File: src/rtl/i2c_pkg.sv
`default_nettype none
// +----------------------------------------------------------------------+
// | i2c_pkg : shared FSM encoding and defaults for the I2C req arbiter    |
// | Rev 1.0                                                               |
// +----------------------------------------------------------------------+
package i2c_pkg;

    typedef enum logic [1:0] {
        ST_IDLE   = 2'd0,
        ST_ISSUE  = 2'd1,
        ST_ACTIVE = 2'd2,
        ST_FINISH = 2'd3
    } arb_state_t;

    localparam int c_start_timeout_def = 1024;

    function automatic int idx_w(input int n);
        return (n > 2) ? $clog2(n) : 1;
    endfunction

endpackage
`default_nettype wire

File: src/rtl/i2c_req_arbiter_rr_pick.sv
`default_nettype none
// +----------------------------------------------------------------------+
// | rr_pick : round-robin selector, search starts one past ptr            |
// | Rev 1.0                                                               |
// +----------------------------------------------------------------------+
module rr_pick #(
    parameter int N_REQ = 4,
    parameter int IDX_W = 2
) (
    input  logic [N_REQ-1:0] req,
    input  logic [IDX_W-1:0] ptr,
    output logic [N_REQ-1:0] winner,
    output logic [IDX_W-1:0] idx,
    output logic             valid
);

    logic [IDX_W-1:0] w_cand;

    always_comb begin
        winner = '0;
        idx    = '0;
        valid  = 1'b0;
        w_cand = '0;
        for (int i = 1; i <= N_REQ; i++) begin
            w_cand = IDX_W'((int'(ptr) + i) % N_REQ);
            if (!valid && req[w_cand]) begin
                valid          = 1'b1;
                idx            = w_cand;
                winner[w_cand] = 1'b1;
            end
        end
    end

endmodule
`default_nettype wire

File: src/rtl/i2c_req_arbiter.sv
`default_nettype none
// +----------------------------------------------------------------------+
// | i2c_req_arbiter : shares one I2C master among N_REQ requesters        |
// | Rev 1.0                                                               |
// +----------------------------------------------------------------------+
module i2c_req_arbiter
    import i2c_pkg::*;
#(
    parameter int N_REQ         = 4,
    parameter int START_TIMEOUT = c_start_timeout_def
) (
    input  logic               clk,
    input  logic               rst,
    input  logic [N_REQ-1:0]   req,
    input  logic [N_REQ*7-1:0] req_addr,
    input  logic [N_REQ-1:0]   req_rnw,
    input  logic [N_REQ*2-1:0] req_size,
    input  logic [N_REQ*8-1:0] req_wdata,
    input  logic [N_REQ-1:0]   req_wvalid,
    output logic [N_REQ-1:0]   gnt,
    output logic [N_REQ-1:0]   wready,
    output logic [7:0]         rdata,
    output logic [N_REQ-1:0]   rvalid,
    output logic [N_REQ-1:0]   done,
    output logic [N_REQ-1:0]   err,
    output logic               m_start,
    output logic [6:0]         m_addr,
    output logic               m_rnw,
    output logic [1:0]         m_size,
    output logic [7:0]         m_data,
    output logic               m_data_valid,
    input  logic               m_busy,
    input  logic               m_dataReq,
    input  logic               m_newData,
    input  logic [7:0]         m_data_o
);

    localparam int c_idx_w  = idx_w(N_REQ);
    localparam int c_tcnt_w = $clog2(START_TIMEOUT) + 1;

    arb_state_t          r_state, w_state_nxt;
    logic [N_REQ-1:0]    r_gnt;
    logic [c_idx_w-1:0]  r_win;
    logic [c_idx_w-1:0]  r_ptr;
    logic [6:0]          r_addr;
    logic                r_rnw;
    logic [1:0]          r_size;
    logic [c_tcnt_w-1:0] r_tcnt;
    logic                r_nd_q;
    logic                r_busy_q;
    logic [7:0]          r_rdata;
    logic [N_REQ-1:0]    r_rvalid;
    logic [N_REQ-1:0]    r_done;
    logic [N_REQ-1:0]    r_err;

    logic [N_REQ-1:0]    w_pick_oh;
    logic [c_idx_w-1:0]  w_pick_idx;
    logic                w_pick_vld;
    logic                w_grant;
    logic                w_timeout;
    logic                w_busy_fall;
    logic                w_nd_rise;
    logic [6:0]          w_sel_addr;
    logic                w_sel_rnw;
    logic [1:0]          w_sel_size;
    logic [7:0]          w_gnt_wdata;
    logic                w_gnt_wvalid;

    rr_pick #(
        .N_REQ (N_REQ),
        .IDX_W (c_idx_w)
    ) u_rr_pick (
        .req    (req),
        .ptr    (r_ptr),
        .winner (w_pick_oh),
        .idx    (w_pick_idx),
        .valid  (w_pick_vld)
    );

    assign w_busy_fall = r_busy_q & ~m_busy;
    assign w_nd_rise   = m_newData & ~r_nd_q;

    // Field muxes: winner-of-pick for latching, current grant for write data.
    always_comb begin
        w_sel_addr   = '0;
        w_sel_rnw    = 1'b0;
        w_sel_size   = '0;
        w_gnt_wdata  = '0;
        w_gnt_wvalid = 1'b0;
        for (int i = 0; i < N_REQ; i++) begin
            if (w_pick_oh[i]) begin
                w_sel_addr = req_addr[i*7 +: 7];
                w_sel_rnw  = req_rnw[i];
                w_sel_size = req_size[i*2 +: 2];
            end
            if (r_gnt[i]) begin
                w_gnt_wdata  = req_wdata[i*8 +: 8];
                w_gnt_wvalid = req_wvalid[i];
            end
        end
    end

    always_comb begin
        w_state_nxt = r_state;
        w_grant     = 1'b0;
        w_timeout   = 1'b0;
        case (r_state)
            ST_IDLE: begin
                if (w_pick_vld && !m_busy) begin
                    w_grant     = 1'b1;
                    w_state_nxt = ST_ISSUE;
                end
            end
            ST_ISSUE: begin
                if (m_busy) begin
                    w_state_nxt = ST_ACTIVE;
                end else if (r_tcnt == c_tcnt_w'(START_TIMEOUT - 1)) begin
                    w_timeout   = 1'b1;
                    w_state_nxt = ST_IDLE;
                end
            end
            ST_ACTIVE: begin
                if (w_busy_fall) begin
                    w_state_nxt = ST_FINISH;
                end
            end
            ST_FINISH: w_state_nxt = ST_IDLE;
            default:   w_state_nxt = ST_IDLE;
        endcase
    end

    always_ff @(posedge clk) begin
        if (rst) begin
            r_state <= ST_IDLE;
        end else begin
            r_state <= w_state_nxt;
        end
    end

    always_ff @(posedge clk) begin
        if (rst) begin
            r_gnt    <= '0;
            r_win    <= '0;
            r_ptr    <= c_idx_w'(N_REQ - 1);
            r_addr   <= '0;
            r_rnw    <= 1'b0;
            r_size   <= '0;
            r_tcnt   <= '0;
            r_nd_q   <= 1'b0;
            r_busy_q <= 1'b0;
            r_rdata  <= '0;
            r_rvalid <= '0;
            r_done   <= '0;
            r_err    <= '0;
        end else begin
            r_rvalid <= '0;
            r_done   <= '0;
            r_err    <= '0;
            r_nd_q   <= m_newData;
            r_busy_q <= m_busy;

            if (w_grant) begin
                r_gnt  <= w_pick_oh;
                r_win  <= w_pick_idx;
                r_addr <= w_sel_addr;
                r_rnw  <= w_sel_rnw;
                r_size <= w_sel_size;
                r_tcnt <= '0;
            end

            if (r_state == ST_ISSUE && !m_busy && !w_timeout) begin
                r_tcnt <= r_tcnt + c_tcnt_w'(1);
            end

            if (w_timeout) begin
                r_err <= r_gnt;
                r_gnt <= '0;
            end

            // done is visible during FINISH while the grant is still held
            if (r_state == ST_ACTIVE && w_busy_fall) begin
                r_done <= r_gnt;
            end

            if (r_state == ST_FINISH) begin
                r_ptr <= r_win;
                r_gnt <= '0;
            end

            if (r_state == ST_ACTIVE && w_nd_rise) begin
                r_rdata  <= m_data_o;
                r_rvalid <= r_gnt;
            end
        end
    end

    assign gnt          = r_gnt;
    assign rdata        = r_rdata;
    assign rvalid       = r_rvalid;
    assign done         = r_done;
    assign err          = r_err;
    assign m_start      = (r_state == ST_ISSUE);
    assign m_addr       = r_addr;
    assign m_rnw        = r_rnw;
    assign m_size       = r_size;
    assign m_data       = (r_state == ST_ACTIVE) ? w_gnt_wdata : 8'h00;
    assign m_data_valid = (r_state == ST_ACTIVE) ? w_gnt_wvalid : 1'b0;
    assign wready       = (r_state == ST_ACTIVE && m_dataReq) ? r_gnt : '0;

endmodule
`default_nettype wire

File: config.mk
export PLATFORM = sky130hd
export DESIGN_NAME = i2c_req_arbiter
export DESIGN_NICKNAME = d
export VERILOG_FILES = /design/src/rtl/i2c_pkg.sv /design/src/rtl/i2c_req_arbiter_rr_pick.sv /design/src/rtl/i2c_req_arbiter.sv
export SDC_FILE = /design/constraint.sdc
export NUM_CORES = 1
export LEC_CHECK = 0
export BUFFER_PORTS_ARGS = -buffer_cell sky130_fd_sc_hd__buf_2
export CORE_ASPECT_RATIO = 0.5
export CORE_UTILIZATION = 53
export CTS_CLUSTER_SIZE = 12
export DETAILED_ROUTE_END_ITERATION = 10
export GPL_ROUTABILITY_DRIVEN = 0
export GPL_TIMING_DRIVEN = 1
export HOLD_SLACK_MARGIN = 0.15
export MAX_ROUTING_LAYER = met4
export PLACE_DENSITY = 0.87
export SKIP_CTS_REPAIR_TIMING = 1
export SLEW_MARGIN = 20
export SYNTH_ARGS = -nofsm -noshare
export SYNTH_HDL_FRONTEND = slang
export SYNTH_SLANG_ARGS = --single-unit
export TNS_END_PERCENT = 30
File: constraint.sdc
create_clock -name clk -period 9.4 [get_ports clk]
set_input_delay 0 -clock clk [delete_from_list [all_inputs] [get_ports clk]]
set_output_delay 0 -clock clk [all_outputs]
set_load 0.05 [all_outputs]
==> results of run 1 <==
## kinds of logic (layout without fill, tap and decap cells)
kind of cell               after synthesis  count (layout)
DFF                                     53              53
adders and majority gates                9               9
muxes                                    8               8
and+or+nand+nor                        203             203
buffers and inverters                   50             196
AOI/OAI and AO/OA                      110             110
## Yosys cell counts, types with 5 or more instances
cell type,count
or3b_1,11
clkbuf_1,19
ha_1,9
nand2_1,31
nand3_1,6
a221oi_1,10
nand3b_1,11
o21ai_0,9
and3_1,8
mux2i_1,5
a211oi_1,12
a2111oi_0,10
nand2b_1,6
buf_2,5
and2_1,23
buf_6,5
inv_1,15
o31ai_1,11
nor3_1,14
dfxtp_1,53
nor4_1,11
a21oi_1,37
nor2b_1,14
nor2_1,54
## final cells by class
class	count	area, µm²
timing repair buffer	172	1020
clock inverter	2	13.8
fill	459	1640
sequential	53	1060
multi-input combinational	330	2100
inverter	16	60.1
tap	88	110
clock buffer	6	129
## how the worst max path moves through the flow
stage | from | to | slack [ns] | cells after the start
2_1_floorplan | r_ptr[0] | m_size[1] | 6.44 | 10
3_3_place_gp | r_ptr[0] | m_addr[4] | 6.01 | 7
3_5_place_dp | r_ptr[0] | m_size[1] | 5.85 | 7
4_1_cts | r_ptr[0] | m_size[1] | 5.84 | 7
5_1_grt | r_ptr[0] | m_addr[2] | 4.86 | 8
6_report | r_ptr[0] | m_addr[2] | 5.18 | 8
## metal layers
| layer | up-vias | share of wire | track usage |
|---|---|---|---|
| li1 | 1853 | - | - |
| met1 | 1709 | 0.45 | 0.340 |
| met2 | 133 | 0.50 | 0.458 |
| met3 | 6 | 0.055 | 0.0350 |
| met4 | 0 | 0.0048 | 0.0482 |
| met5 | - | 0 | - |
## per-stage QoR
stage	hold slack, ns	cell area, µm²	instances
after floorplan	0.128	3410	433
after global placement	0.241	4050	629
after detailed placement	0.249	4050	629
after CTS	-0.0619	4190	637
after global routing	0.293	4490	667
final	0.265	4490	667
## sequential cells by signal (all words and copies together), names as in the netlist, 4 cells and up, named ones only
signal,cells
r_tcnt,11
rdata,8
m_addr,7
done,4
err,4
gnt,4
rvalid,4
## power by group through the flow
stage               clock [mW]  combinational [mW]  sequential (mW)
floorplan                    0              0.0909            0.268
global placement             0               0.145            0.252
detailed placement           0               0.148            0.252
CTS                      0.186               0.149            0.247
finish                   0.184               0.165            0.247
global route             0.196               0.178            0.249
==> results.ini, run 1 <==
[clock_network]
cts_htree_levels = 2
clock-sinks = 53
cts_tree = yes
path_clk_slew_ns = 0.07
insertion_delay_ns = 0.29
root_buffer = clkbuf_16
cts_buffer_depth = 2
cts_made_buffers = 5

[worst_setup_path]
startpoint_type = register
path_cells = inv_1 > ha_1 > mux4_2 > a211oi_2 > o21ai_2 > a2111oi_0 > a211oi_1 > dlygate4sd3_1
crit_fanout = 19
reg2reg_depth = 8
r2r_start = r_ptr[0]
end_kind = register
crit_slowest_cell = dfxtp_1
ff2ff_setup_slack_ns = 5.18
crit_arrival_ns = 4.41
max_stage_delay_ns = 0.75
reg2reg_to = m_addr[2]
cp_top_family = compound AO/OA/AOI/OAI gates
crit_buf_inv = 2
required_ns = 9.58
critPathKind = reg -> reg

[synth]
synth_flop_cell = dfxtp_1
synth_top_family_by_area = simple AND/OR/NAND/NOR gates
synth_area_um2 = 3410
synth-simple-area-share = 0.322
netlist.area_leader.share = 0.311
yosysSeqAreaShare = 0.311
synth_xor_area_frac = 0
syn-num-nets = 535
synth.avg_cell_area_um2 = 7.87
synth-adder-area-share = 0.0331
muxShareOfSynthArea = 0.0345
yosys_warnings = 0
ys_ff_latch = 53
async_flop_share = 0
synth_top_cell_by_area = dfxtp_1
synth_compound_area_frac = 0.228
netlist_instances = 433
synthTopCellsByArea = dfxtp_1, nor2_1, a21oi_1
synth-edff-count = 0
ys_types = 52

[cells_and_area]
drive_gt1_frac = 0.288
layout_commonest_cell = buf_2
n_antenna_cell = 0
final_cell_mix = buf_2, nor2_1, dfxtp_1
syn_to_final_growth_pct = 31.9
fin_util = 0.733
fin_nets = 680

[power]
p_int_mw = 0.399
p_seq_frac = 0.415
p_sw_mw = 0.197
p_comb_frac = 0.276
power.share.clock = 0.309
total_power_mw = 0.596
p_leak_nw = 2.03
power_density_nw_per_um2 = 133
swShare = 0.330
ir_drop_v = 0.0000754

[global_routing]
grt_usage = 0.266
grt-ovfl-total = 0
antenna_found_initial = 0
grt_pass1_vias = 3107
grt_start_max_net_pins = 42
grt_first_pass_wirelength_um = 14100

[timing]
rsz0062_at_grt = no
fin_skew_ns = 0.00968
timing.final.crit_period_ns = 4.22
relSlewSlack = 0.427
tightest_slew_ns = 0.857
finalSetupTns_ns = 0
hold_viol = 0
fin_crit_sh = 0.449
drv_slew = 0
setup_violations = 0
fin_ws_ns = 5.18
timing.fmax_ghz = 0.237

[routing]
drt-initial-drc-count = 234
ant_nets = 0
vias_per_cell = 5.55
wl_um = 9650
drt-wirelength-per-cell_um = 14.5
vias = 3701
route.detailed.drc = 0
drt_first_pass_iters = 4

[floorplan]
rows = 20
ios = 141
die_w_um = 115
start_util = 0.556
core_um2 = 6130
die_h_um = 58.7
dieArea_um2 = 6770

[worst_hold_path]
min_path_type = in -> reg
hold_depth = 2
hold_start = rst

[placed_design]
dp_hpwl_um = 6210
post-place-ws_ns = 5.85
port_buffers = 140

[run_status]
status = finished clean

[run]
max-cap-violations = 0

No activity file was read; power rests on OpenSTA's default activity.
==> run 2: changes to the inputs <==
Settings changed: CORE_UTILIZATION 53 to 44, PLACE_DENSITY 0.87 to 0.77.
Clock period 9.4 ns to 3.5 ns, I/O delays scaled along.
==> results.ini, run 2 (synthesis gave the netlist of run 1 again) <==
[clock_network]
insertion_delay_ns = 0.30  ; about the same
cts_tree = yes
root_buffer = clkbuf_16
path_clk_slew_ns = 0.07  ; about the same
clock-sinks = 53  ; unchanged
cts_buffer_depth = 2  ; unchanged
cts_htree_levels = 2  ; unchanged
cts_made_buffers = 5  ; unchanged

[power]
total_power_mw = 1.69  ; +180%
p_leak_nw = 2.10  ; +3.7%
power.share.clock = 0.339  ; +0.030
p_comb_frac = 0.269  ; -0.007
p_sw_mw = 0.542  ; +180%
p_seq_frac = 0.392  ; -0.023
swShare = 0.320  ; -0.0103
ir_drop_v = 0.000257  ; +240%
power_density_nw_per_um2 = 359  ; +170%
p_int_mw = 1.15  ; +190%

[routing]
vias = 3891  ; +5.1%
wirelength_met1_um = 4540  ; +5.6%
drt-wirelength-per-cell_um = 15.1  ; +4.2%
wl_um = 10500  ; +8.6%
vias_per_cell = 5.60  ; +0.90%
drt_first_pass_iters = 5  ; +1
route.detailed.drc = 0  ; unchanged
drt-initial-drc-count = 221  ; -5.6%
ant_nets = 0  ; unchanged
wl_met3_um = 545  ; +3.6%
routed.top_layer = met4
dr_wl_met2_um = 5080  ; +6.4%

[cells_and_area]
fin_nets = 700  ; +2.9%
design_area_um2 = 4720  ; +5.1%
finalNonFillerCells = 695  ; +4.2%
drive_gt1_frac = 0.285  ; -0.00295
regMostFlops = r_tcnt
n_antenna_cell = 0  ; unchanged
nFillCells = 631  ; +37%
final_cell_mix = buf_2, nor2_1, dfxtp_1
largest_register_ffs = 11  ; unchanged
layout_commonest_cell = buf_2
syn_to_final_growth_pct = 38.6

[worst_setup_path]
ff2ff_setup_slack_ns = 0.49  ; -4.69 ns
critPathKind = reg -> reg
crit_fanout = 19  ; unchanged
end_kind = register
startpoint_type = register
required_ns = 3.70  ; -5.88 ns
crit_arrival_ns = 3.22  ; -1.19 ns

[global_routing]
grt-ovfl-total = 0  ; unchanged
grt_pass1_vias = 3091  ; -0.51%
grt_usage = 0.227  ; -0.0386
grt_start_max_net_pins = 42  ; unchanged
antenna_found_initial = 0  ; unchanged
grt_first_pass_wirelength_um = 14600  ; +3.5%

[run]
max-cap-violations = 0  ; unchanged

[floorplan]
die_w_um = 126  ; +9.6%
rows = 22  ; +10%
start_util = 0.460  ; -0.0956
core_um2 = 7400  ; +21%
ios = 141  ; unchanged
die_h_um = 64.2  ; +9.4%
dieArea_um2 = 8120  ; +20%

[timing]
finalSetupTns_ns = 0  ; unchanged
timing.fmax_ghz = 0.332  ; +40%
relSlewSlack = 0.329  ; -0.0983
hold_viol = 0  ; unchanged
rsz0062_at_grt = no
setup_violations = 0  ; unchanged
fin_crit_sh = 0.861  ; +0.412
fin_ws_ns = 0.487  ; -4.69 ns
fin_skew_ns = 0.00525  ; -0.00443 ns
drv_slew = 0  ; unchanged
timing.final.crit_period_ns = 3.01  ; -1.21 ns
tightest_slew_ns = 1.01  ; +0.149 ns

[worst_hold_path]
min_path_type = in -> reg

[placed_design]
post-place-ws_ns = 0.575  ; -5.27 ns
port_buffers = 140  ; unchanged
place_area_um2 = 4080  ; +0.80%
dp_hpwl_um = 6500  ; +4.5%
placed_cells = 640  ; +1.7%

[run_status]
status = finished clean

## run 2: power groups by stage
stage	Combinational [mW]	Clock (mW)	Sequential, mW
floorplan	0.244	0	0.721
global placement	0.397	0	0.676
detailed placement	0.404	0	0.676
CTS	0.405	0.580	0.662
global route	0.492	0.611	0.669
finish	0.456	0.574	0.664
## run 2: path summary, 6_finish.rpt
path,end,depth (start not counted),start
worst max-delay path,m_addr[4],7,r_ptr[0]
worst min-delay path,m_addr[1],3,req_addr[8]
worst min register to register,r_win[1],2,r_win[1]
worst max register to register,m_addr[4],7,r_ptr[0]
## run 2: per-stage QoR
| step | util | hold slack [ns] |
|---|---|---|
| after floorplan | - | 0.128 |
| after global placement | 0.551 | 0.240 |
| after global routing | 0.638 | 0.153 |
| after CTS | 0.574 | -0.0635 |
| final | 0.638 | 0.0887 |
| after detailed placement | 0.551 | 0.251 |
## run 2: final cells by class
| cell class | count | area, µm² | share of cell area |
|---|---|---|---|
| clock buffers | 5 | 125 | 0.0265 |
| clock inverters | 3 | 43.8 | 0.00927 |
| inverters | 16 | 60.1 | 0.0127 |
| multi-input cells | 330 | 2100 | 0.445 |
| flip-flops and latches | 53 | 1060 | 0.225 |
| well taps | 96 | 120 | 0.0254 |
| repair buffers | 192 | 1210 | 0.256 |
## run 2: worst max-delay path, cell delays in order (launching register included)
cell and delay, ns:
dfxtp_1 0.34, inv_1 0.13, ha_1 0.46, mux4_2 0.67
nor2b_1 0.20, o21ai_2 0.59, nor3_1 0.21, a221oi_1 0.32
## run 2: layer usage
layer / global-route usage / vias to the layer above
li1: - / 1902
met1: 0.301 / 1783
met2: 0.350 / 170
met3: 0.0343 / 36
met4: 0.0858 / 0
met5: - / -
==> run 3: changes to the inputs <==
Settings changed: ABC_AREA set to 1, CORE_UTILIZATION 44 to 52, GPL_TIMING_DRIVEN 1 to 0, PLACE_DENSITY 0.77 to 0.86.
Clock period 3.5 ns to 3.9 ns, I/O delays scaled along.
==> results.ini, run 3 <==
[synth]
netlist.area_leader.share = 0.318  ; +0.00642
synthTopCellsByArea = dfxtp_1, nand2_1, a21oi_2
synth_flop_cell = dfxtp_1
syn-num-nets = 591  ; +10%
async_flop_share = 0  ; unchanged
yosysSeqAreaShare = 0.318  ; +0.00642
ys_ff_latch = 53  ; unchanged
netlist_instances = 489  ; +13%
synth_top_cell_by_area = dfxtp_1
yosys_warnings = 0  ; unchanged
yosys-top-cells-count = nand2_1, dfxtp_1, nor2_1
synth-edff-count = 0  ; unchanged
synth_area_um2 = 3340  ; -2.0%
ys_types = 39  ; -25%
yosys.cell_count.top_type = nand2_1
synth.avg_cell_area_um2 = 6.83  ; -13%

[global_routing]
gr-usage-met2 = 0.471  ; +0.121
grt_util_met1 = 0.343  ; +0.0416
grt_start_max_net_pins = 16  ; -62%
grt_pass1_vias = 3289  ; +6.4%
grt-ovfl-total = 0  ; unchanged
grt_usage = 0.276  ; +0.0485
antenna_found_initial = 1  ; +1
grt_use_met3 = 0.0422  ; +0.00789
grt_first_pass_wirelength_um = 14400  ; -1.5%
busiest_layer = met2

[timing]
drv_slew = 0  ; unchanged
timing.final.crit_period_ns = 3.23  ; +0.214 ns
tightest_slew_ns = 0.936  ; -0.0706 ns
rsz0062_at_grt = no
finalSetupTns_ns = 0  ; unchanged
relSlewSlack = 0.371  ; +0.0423
fin_skew_ns = 0.00334  ; -0.00191 ns
fin_crit_sh = 0.827  ; -0.0335
timing.fmax_ghz = 0.310  ; -6.6%
setup_violations = 0  ; unchanged
hold_viol = 0  ; unchanged

[worst_setup_path]
end_kind = register
crit_arrival_ns = 3.38  ; +0.16 ns
startpoint_type = register
crit_start = r_ptr[0]
critPathKind = reg -> reg
reg2reg_depth = 15  ; +8
crit_path_end = m_rnw
r2r_start = r_ptr[0]
reg2reg_to = m_rnw
crit_fanout = 12  ; -7
required_ns = 4.06  ; +0.36 ns
ff2ff_setup_slack_ns = 0.67  ; +0.19 ns

[cells_and_area]
final_cell_mix = buf_2, nand2_1, dfxtp_1
seq_area_um2 = 1060  ; unchanged
drive_gt1_frac = 0.335  ; +0.0499
layout_commonest_cell = buf_2
multi_input_comb_area_um2 = 1940  ; -8.0%
largest_register_ffs = 11  ; unchanged
fin_nets = 761  ; +8.7%
syn_to_final_growth_pct = 36.2
regMostFlops = r_tcnt
nFillCells = 486  ; -23%
fin_util = 0.742  ; +0.104

[floorplan]
start_util = 0.544  ; +0.0844
ios = 141  ; unchanged
dieArea_um2 = 6760  ; -17%
core_um2 = 6130  ; -17%
die_w_um = 115  ; -8.8%
die_h_um = 58.7  ; -8.7%
rows = 20  ; -9.1%

[clock_network]
insertion_delay_ns = 0.29  ; about the same
cts_made_buffers = 5  ; unchanged
cts_htree_levels = 2  ; unchanged
cts_tree = yes
clock-sinks = 53  ; unchanged
path_clk_slew_ns = 0.06  ; about the same
cts_buffer_depth = 2  ; unchanged
root_buffer = clkbuf_16

[routing]
ant_nets = 0  ; unchanged
vias_per_cell = 5.22  ; -6.8%
wl_um = 9950  ; -5.0%
route.detailed.drc = 0  ; unchanged
vias = 3903  ; +0.31%
drt-wirelength-per-cell_um = 13.3  ; -12%
drt_first_pass_iters = 5  ; unchanged
drt-initial-drc-count = 337  ; +52%

[worst_hold_path]
min_path_type = in -> reg
hold_depth = 5  ; +2

[power]
total_power_mw = 1.59  ; -5.9%
power_density_nw_per_um2 = 350  ; -2.3%
p_leak_nw = 2.27  ; +8.0%
ir_drop_v = 0.000203  ; -21%

[run_status]
status = finished clean

[run]
max-cap-violations = 0  ; unchanged

[placed_design]
port_buffers = 139  ; -0.71%
dp_hpwl_um = 6810  ; +4.9%

run 3: how the worst min path moves through the flow:
stage / startpoint / end / slack, ns
6_report: req_addr[17] / m_addr[3] / 0.10
5_1_grt: req_addr[17] / m_addr[3] / 0.15
4_1_cts: m_newData / r_nd_q / -0.07
3_5_place_dp: m_newData / r_nd_q / 0.23
3_3_place_gp: m_newData / r_nd_q / 0.22
2_1_floorplan: m_newData / r_nd_q / 0.12
run 3: metal layers:
| layer | vias to the layer above | share of wire |
|---|---|---|
| met5 | - | 0 |
| li1 | 1935 | - |
| met1 | 1777 | 0.42 |
| met3 | 38 | 0.063 |
| met4 | 0 | 0.032 |
| met2 | 153 | 0.49 |
run 3: where the power goes:
| part | internal [mW] | total [mW] | switching [mW] |
|---|---|---|---|
| logic | 0.179 | 0.523 | 0.344 |
| clock network | 0.298 | 0.486 | 0.188 |
| registers | 0.567 | 0.585 | 0.0172 |
| total | 1.04 | 1.59 | 0.549 |
run 3: cells by family after synthesis:
kind of cell,count (synthesis),synth area share
adder cells (fa/ha/maj),9,0.0337
flip-flops,53,0.318
buffers and inverters,77,0.102
AND/OR/NAND/NOR,222,0.307
XOR/XNOR,1,0.00262
AO/OA/AOI/OAI,127,0.237
run 3: area by class of cell:
class / count / area share
plain buffers: 22 / 0.0294
clock inverters: 2 / 0.00771
well taps: 88 / 0.0242
flip-flops and latches: 53 / 0.233
diodes: 1 / 0.000550
inverters: 55 / 0.0457
multi-input cells: 359 / 0.426
clock buffers: 5 / 0.0275
repair buffers: 163 / 0.206
run 3: critical path: stages (launching register included):
cell           delay (ns)
dfxtp_1              0.56
inv_2                0.21
ha_1                 0.40
inv_1                0.10
nand3_2              0.11
nand2_4              0.10
nor2_4               0.17
nand2_4              0.10
o21ai_2              0.17
inv_2                0.05
nand3_2              0.09
buf_2                0.23
a21oi_1              0.06
nand2_1              0.08
dlygate4sd3_1        0.60
a21oi_2              0.06
run 3: through the flow:
stage	cell area [µm²]	hold WS, ns	instances	setup WS (ns)
2_1_floorplan	3340	0.125	489	1.68
3_3_place_gp	4140	0.218	716	1.33
3_5_place_dp	4140	0.225	716	1.30
4_1_cts	4300	-0.0700	723	1.26
5_1_grt	4550	0.148	748	0.499
6_report	4550	0.105	748	0.673
